File: src/rtl/fifo_ctrl.sv
// Control stage of an 8-entry FIFO: head/tail pointers, occupancy count,
// gated write/read strobes and registered per-request ack/error status.
module fifo_ctrl #(
  parameter int AW = 3
) (
  input  logic          clk,
  input  logic          reset,
  input  logic          wr_en,
  input  logic          rd_en,
  output logic          we,
  output logic [AW-1:0] wr_addr,
  output logic          re,
  output logic [AW-1:0] rd_addr,
  output logic [AW:0]   data_count,
  output logic          full,
  output logic          empty,
  output logic          wr_ack,
  output logic          wr_err,
  output logic          rd_ack,
  output logic          rd_err,
  output logic [2:0]    state
);

  typedef enum logic [2:0] {
    INIT     = 3'b000,
    NO_OP    = 3'b001,
    WRITE    = 3'b010,
    WR_ERROR = 3'b011,
    READ     = 3'b100,
    RD_ERROR = 3'b101
  } state_t;

  localparam logic [AW:0] DEPTH = {1'b1, {AW{1'b0}}};

  state_t        state_q;
  state_t        state_d;
  logic [AW-1:0] head;
  logic [AW-1:0] tail;
  logic [AW:0]   count;

  // full/empty come from the count only; pointer equality is ambiguous
  assign full  = (count == DEPTH);
  assign empty = (count == '0);

  assign we = wr_en & ~rd_en & ~full  & ~reset;
  assign re = rd_en & ~wr_en & ~empty & ~reset;

  always_comb begin
    state_d = NO_OP;
    case (state_q)
      INIT, NO_OP, WRITE, WR_ERROR, READ, RD_ERROR: begin
        if (wr_en && !rd_en)      state_d = full  ? WR_ERROR : WRITE;
        else if (rd_en && !wr_en) state_d = empty ? RD_ERROR : READ;
      end
      default: state_d = NO_OP;
    endcase
  end

  always_ff @(posedge clk or posedge reset) begin
    if (reset) begin
      state_q <= INIT;
      head    <= '0;
      tail    <= '0;
      count   <= '0;
    end else begin
      state_q <= state_d;
      if (we) tail <= tail + 1'b1;
      if (re) head <= head + 1'b1;
      // we and re are mutually exclusive, so at most one adjustment applies
      if (we)      count <= count + 1'b1;
      else if (re) count <= count - 1'b1;
    end
  end

  assign wr_addr    = tail;
  assign rd_addr    = head;
  assign data_count = count;
  assign state      = state_q;

  assign wr_ack = (state_q == WRITE);
  assign wr_err = (state_q == WR_ERROR);
  assign rd_ack = (state_q == READ);
  assign rd_err = (state_q == RD_ERROR);

endmodule

File: config.mk
export PLATFORM = sky130hd
export DESIGN_NAME = fifo_ctrl
export DESIGN_NICKNAME = d
export VERILOG_FILES = /design/src/rtl/fifo_ctrl.sv
export SDC_FILE = /design/constraint.sdc
export NUM_CORES = 1
export LEC_CHECK = 0
export CAP_MARGIN = 30
export CORE_ASPECT_RATIO = 1.2
export CORE_MARGIN = 2
export CORE_UTILIZATION = 43
export CTS_CLUSTER_DIAMETER = 150
export DETAILED_ROUTE_END_ITERATION = 10
export GPL_ROUTABILITY_DRIVEN = 0
export GPL_TIMING_DRIVEN = 0
export PLACE_DENSITY = 0.77
export SLEW_MARGIN = 25
export SYNTH_ARGS = -nofsm -noshare
export SYNTH_HDL_FRONTEND = slang
export SYNTH_SLANG_ARGS = --single-unit
File: constraint.sdc
create_clock -name clk -period 2.9 [get_ports clk]
set_clock_uncertainty 0.1 [all_clocks]
set_input_delay 0.58 -clock clk [delete_from_list [all_inputs] [get_ports clk]]
set_output_delay 0.58 -clock clk [all_outputs]
set_load 0.03 [all_outputs]
==> impl_summary.md <==
Run status
The flow ran to the end, and the final reports show no timing, DRC or antenna violations.

Clock network
The clock root buffer is sky130_fd_sc_hd__clkbuf_4. CTS saw 13 sinks. After clock tree synthesis, the clock-pin slew on the worst setup and hold paths is around 80 ps.

Counting the buffers created by CTS gives 3. TritonCTS built the clock tree. The clock latency of the later-clocked register in the worst-skew pair is approximately 280 ps.

The number of hold buffers added after CTS was 0. The longest clock path from root to sink contains 2 buffers. The H-tree depth reported by CTS is 1.

Routing
After detailed routing, the average wire length per cell comes to 12.0 um. Using the TritonRoute via totals, the vias-per-cell ratio works out to slightly above 5. The total number of vias is 548.

The routed design has 1.29 mm of wire. The count of nets left with antenna violations once routing finished came out at 0. The remaining design rule violation count is 0. After the first detailed-routing iteration, the DRC count stood at 6.

The number of optimization iterations in the first detailed-route pass is 4.

Yosys
The top cell type by area accounts for a little under half of the synthesized area. Summing the areas of all compound-gate instances in the mapped netlist gives 11.2% of the synthesized area. The post-synthesis share of cell area spent on full adders, half adders and majority gates is about a tenth. A synthesized cell averages about 12 um^2.

The share of synthesized registers carrying an async set or reset is 100%. The sequential-to-total area share from yosys stat is between 40% and 50%. The number of nets handed over by synthesis was 69. After Yosys synthesis, and, or, nand and nor cells account for between 10% and 20% of the synthesized area. The number of flops mapped to enable cells by yosys is 0. By area, the combinational part of the netlist is dominated by simple AND/OR/NAND/NOR gates.

The mux contribution to synthesized area is around 6.3%. The largest area contributor in the synthesized netlist is sky130_fd_sc_hd__dfrtp_1. The xor and xnor area share after synthesis is roughly 8.6%. The synthesized netlist contains 24 unique library cells. After synthesis the netlist holds a flip-flop and latch count of 13. Sorting the synthesized cells by area gives the leading types as sky130_fd_sc_hd__dfrtp_1 (46%), sky130_fd_sc_hd__ha_1 (7.0%), sky130_fd_sc_hd__xnor2_1 (4.9%), sky130_fd_sc_hd__xor2_1 (3.7%), sky130_fd_sc_hd__a21oi_1 (3.5%). After technology mapping, the gate count stands at 60. During synthesis, Yosys emitted a total of 0 warnings. The most used flip-flop cell after synthesis is sky130_fd_sc_hd__dfrtp_1. The cell area after technology mapping is approximately 700 um^2.

Critical path
The highest cell delay on the worst timing path is approximately 400 ps. The slowest stage cell on the critical path is sky130_fd_sc_hd__clkdlybuf4s50_1. The critical path goes through clkdlybuf4s50_1 > nand2b_2 > a211oi_4 > inv_1 > ha_1 > a21o_1 > a21oi_2 > mux2_2 > a32o_1. For the worst setup path, the data required time is around 3000 ps.

The endpoint type of the worst setup path is a flip-flop. Measured in cells, the most critical reg-to-reg path has a length of 8. The reg2reg setup slack is about 350 ps. The worst setup path is of the input pin to flip-flop kind. The sort of element at the start of the critical path is an input pin. The start point of the critical path is rd_en. Along the worst path, the maximum fanout reaches 6. For the worst setup path, the data arrival time is 2850 ps. The start of the worst register-to-register path is data_count[0]. The destination of the worst register-to-register timing path is data_count[3].

STA
For the pin with the worst max-slew slack, the measured transition is 495 ps. In the final timing run, aggregate negative setup slack is 0 ps. The number of endpoints with negative hold slack in the final report is 0. The minimum hold slack is 372 ps. In this run the tightest slew margin relative to its limit is about 67%. Setup repair after global routing left no endpoint under its margin. For this run, the top clock speed supported by timing is 360 MHz. The ratio of final minimum period to clock period is 95.9%. The number of max-slew violations in the final report came to 0. The final setup violation count is 0. The minimum period implied by the final worst setup slack is ~2800 ps.

Global route
Global routing used 16.4% of the available tracks. The maximum number of pins on one net before global-route repair is 14. The via count of the first global-routing pass is between 500 and 600. The initial antenna violation count is 0. The sum of overflow across all layers after global routing is 0. The first-pass GRT wire length is 2.22 mm.

Layout
The post-route netlist has 18.0% of its cells at a drive strength greater than 1. After routing the design area is 1030 um^2. The repair_antennas step left the layout with diodes totalling 0. In the layout the commonest cells are sky130_fd_sc_hd__clkdlybuf4s50_1 (22), sky130_fd_sc_hd__dfrtp_1 (13), sky130_fd_sc_hd__xnor2_1 (4), sky130_fd_sc_hd__a21oi_1 (4), sky130_fd_sc_hd__ha_1 (4).

Measured on the finished design, the core utilization comes to around 64%. The filler cells instantiated in the layout total 127. Leaving out fill and tap cells, the most frequent cell in the layout is sky130_fd_sc_hd__clkdlybuf4s50_1. Compared with the post-synthesis result, the final layout area differs by 44.1%. The final net count is approximately 100.

Floorplan
The effective utilization at floorplan is between 40% and 50%. The die is just under 50 um tall. The floorplan core area is 1600 um^2. The number of I/O pins is 25.

The placement row count is 16. The overall die area is ~2000 um^2. The die boundary width is 41.2 um.

Min path
The worst hold path belongs to the class flip-flop to flip-flop. The endpoint of the worst hold-timing path is rd_addr[2]. The beginning of the worst hold path is rd_addr[2]. The cell depth of the worst hold path is 1.

Place
The post-detailed-placement half-perimeter wirelength is 972 um. The post-detailed-placement cell area is ~1000 um^2. The total of buffers placed on input and output ports is 24.

Pwr
The total power draw is around 1.1 mW. Dividing total power by cell area gives a power density of slightly above 1000 nW/um^2. The leakage power of the design is 0.433 nW. Across the VDD grid, the largest voltage drop is slightly below 0.0007 V.

Job
The tool flagged a number of max-cap violations equal to 0.
-- final cells by class --
class                   instances  area, um^2  area share, %
flip-flops and latches         13         325           31.6
inverters                       3        11.3           1.09
clock inverters                 1        5.00          0.486
clock buffers                   3        22.5           2.19
multi-input cells              43         393           38.2
repair buffers                 25         245           23.8
plain buffers                   1        5.00          0.486
well taps                      18        22.5           2.19
-- how the worst max path moves through the flow --
stage	end	slack [ps]
6_report	data_count[3]	120
5_1_grt	data_count[3]	30
4_1_cts	data_count[3]	60
3_5_place_dp	data_count[3]	-390
3_3_place_gp	data_count[3]	-380
2_1_floorplan	data_count[3]	3
-- synth_stat cells, types with 2 or more instances --
library cell               instances
sky130_fd_sc_hd__a21oi_1           5
sky130_fd_sc_hd__and3b_1           2
sky130_fd_sc_hd__dfrtp_1          13
sky130_fd_sc_hd__ha_1              4
sky130_fd_sc_hd__inv_1             3
sky130_fd_sc_hd__mux2_1            2
sky130_fd_sc_hd__mux2_2            2
sky130_fd_sc_hd__nand2_1           3
sky130_fd_sc_hd__nand2b_1          2
sky130_fd_sc_hd__nor2_1            3
sky130_fd_sc_hd__nor3_2            2
sky130_fd_sc_hd__nor3b_1           2
sky130_fd_sc_hd__xnor2_1           4
sky130_fd_sc_hd__xor2_1            3
-- cell families (layout without fill, tap and decap cells) --
logic type      after synthesis  in the layout
compound gates               10             10
xor+xnor                      7              7
fa+ha+maj                     5              5
buf+inv                       4             33
flops                        13             13
mux                           4              4
simple gates                 17             17
-- repair_timing --
| action | CTS | global route |
|---|---|---|
| buffers inserted | 1 | 0 |
| setup endpoints to repair | 3 | 2 |
| pin swaps | 1 | 0 |
| gates resized for setup | 3 | 2 |
-- flip-flops by register name, indices dropped and copies added, names as in the netlist --
signal      count
data_count      4
state           3
rd_addr         3
wr_addr         3
-- through the flow --
stage | std cells | setup slack (ps)
floorplan | 60 | 3.35
global route | 107 | 28.4
detailed placement | 102 | -388
global placement | 102 | -380
finish | 107 | 120
CTS | 107 | 64.5
-- power by group --
group          total [mW]  switching [mW]  internal, mW  leakage, nW
logic               0.596           0.327         0.269        0.261
registers           0.340          0.0840         0.256        0.155
clock network       0.115          0.0635        0.0513       0.0177
-- per-layer routing --
metal / global-route usage [%] / part of all wire [%]
met5: 0 / 0
met4: 11.3 / 3.3
met3: 2.75 / 4.3
met2: 23.7 / 48
met1: 21.2 / 44
-- critical path: cells and delay by family --
family | cells | cell delay (ps)
muxes | 1 | 350
and+or+nand+nor | 1 | 250
buffers and inverters | 2 | 540
adders and majority gates | 1 | 310
AOI/OAI and AO/OA | 4 | 840
Power figures use the tool's default switching activity.
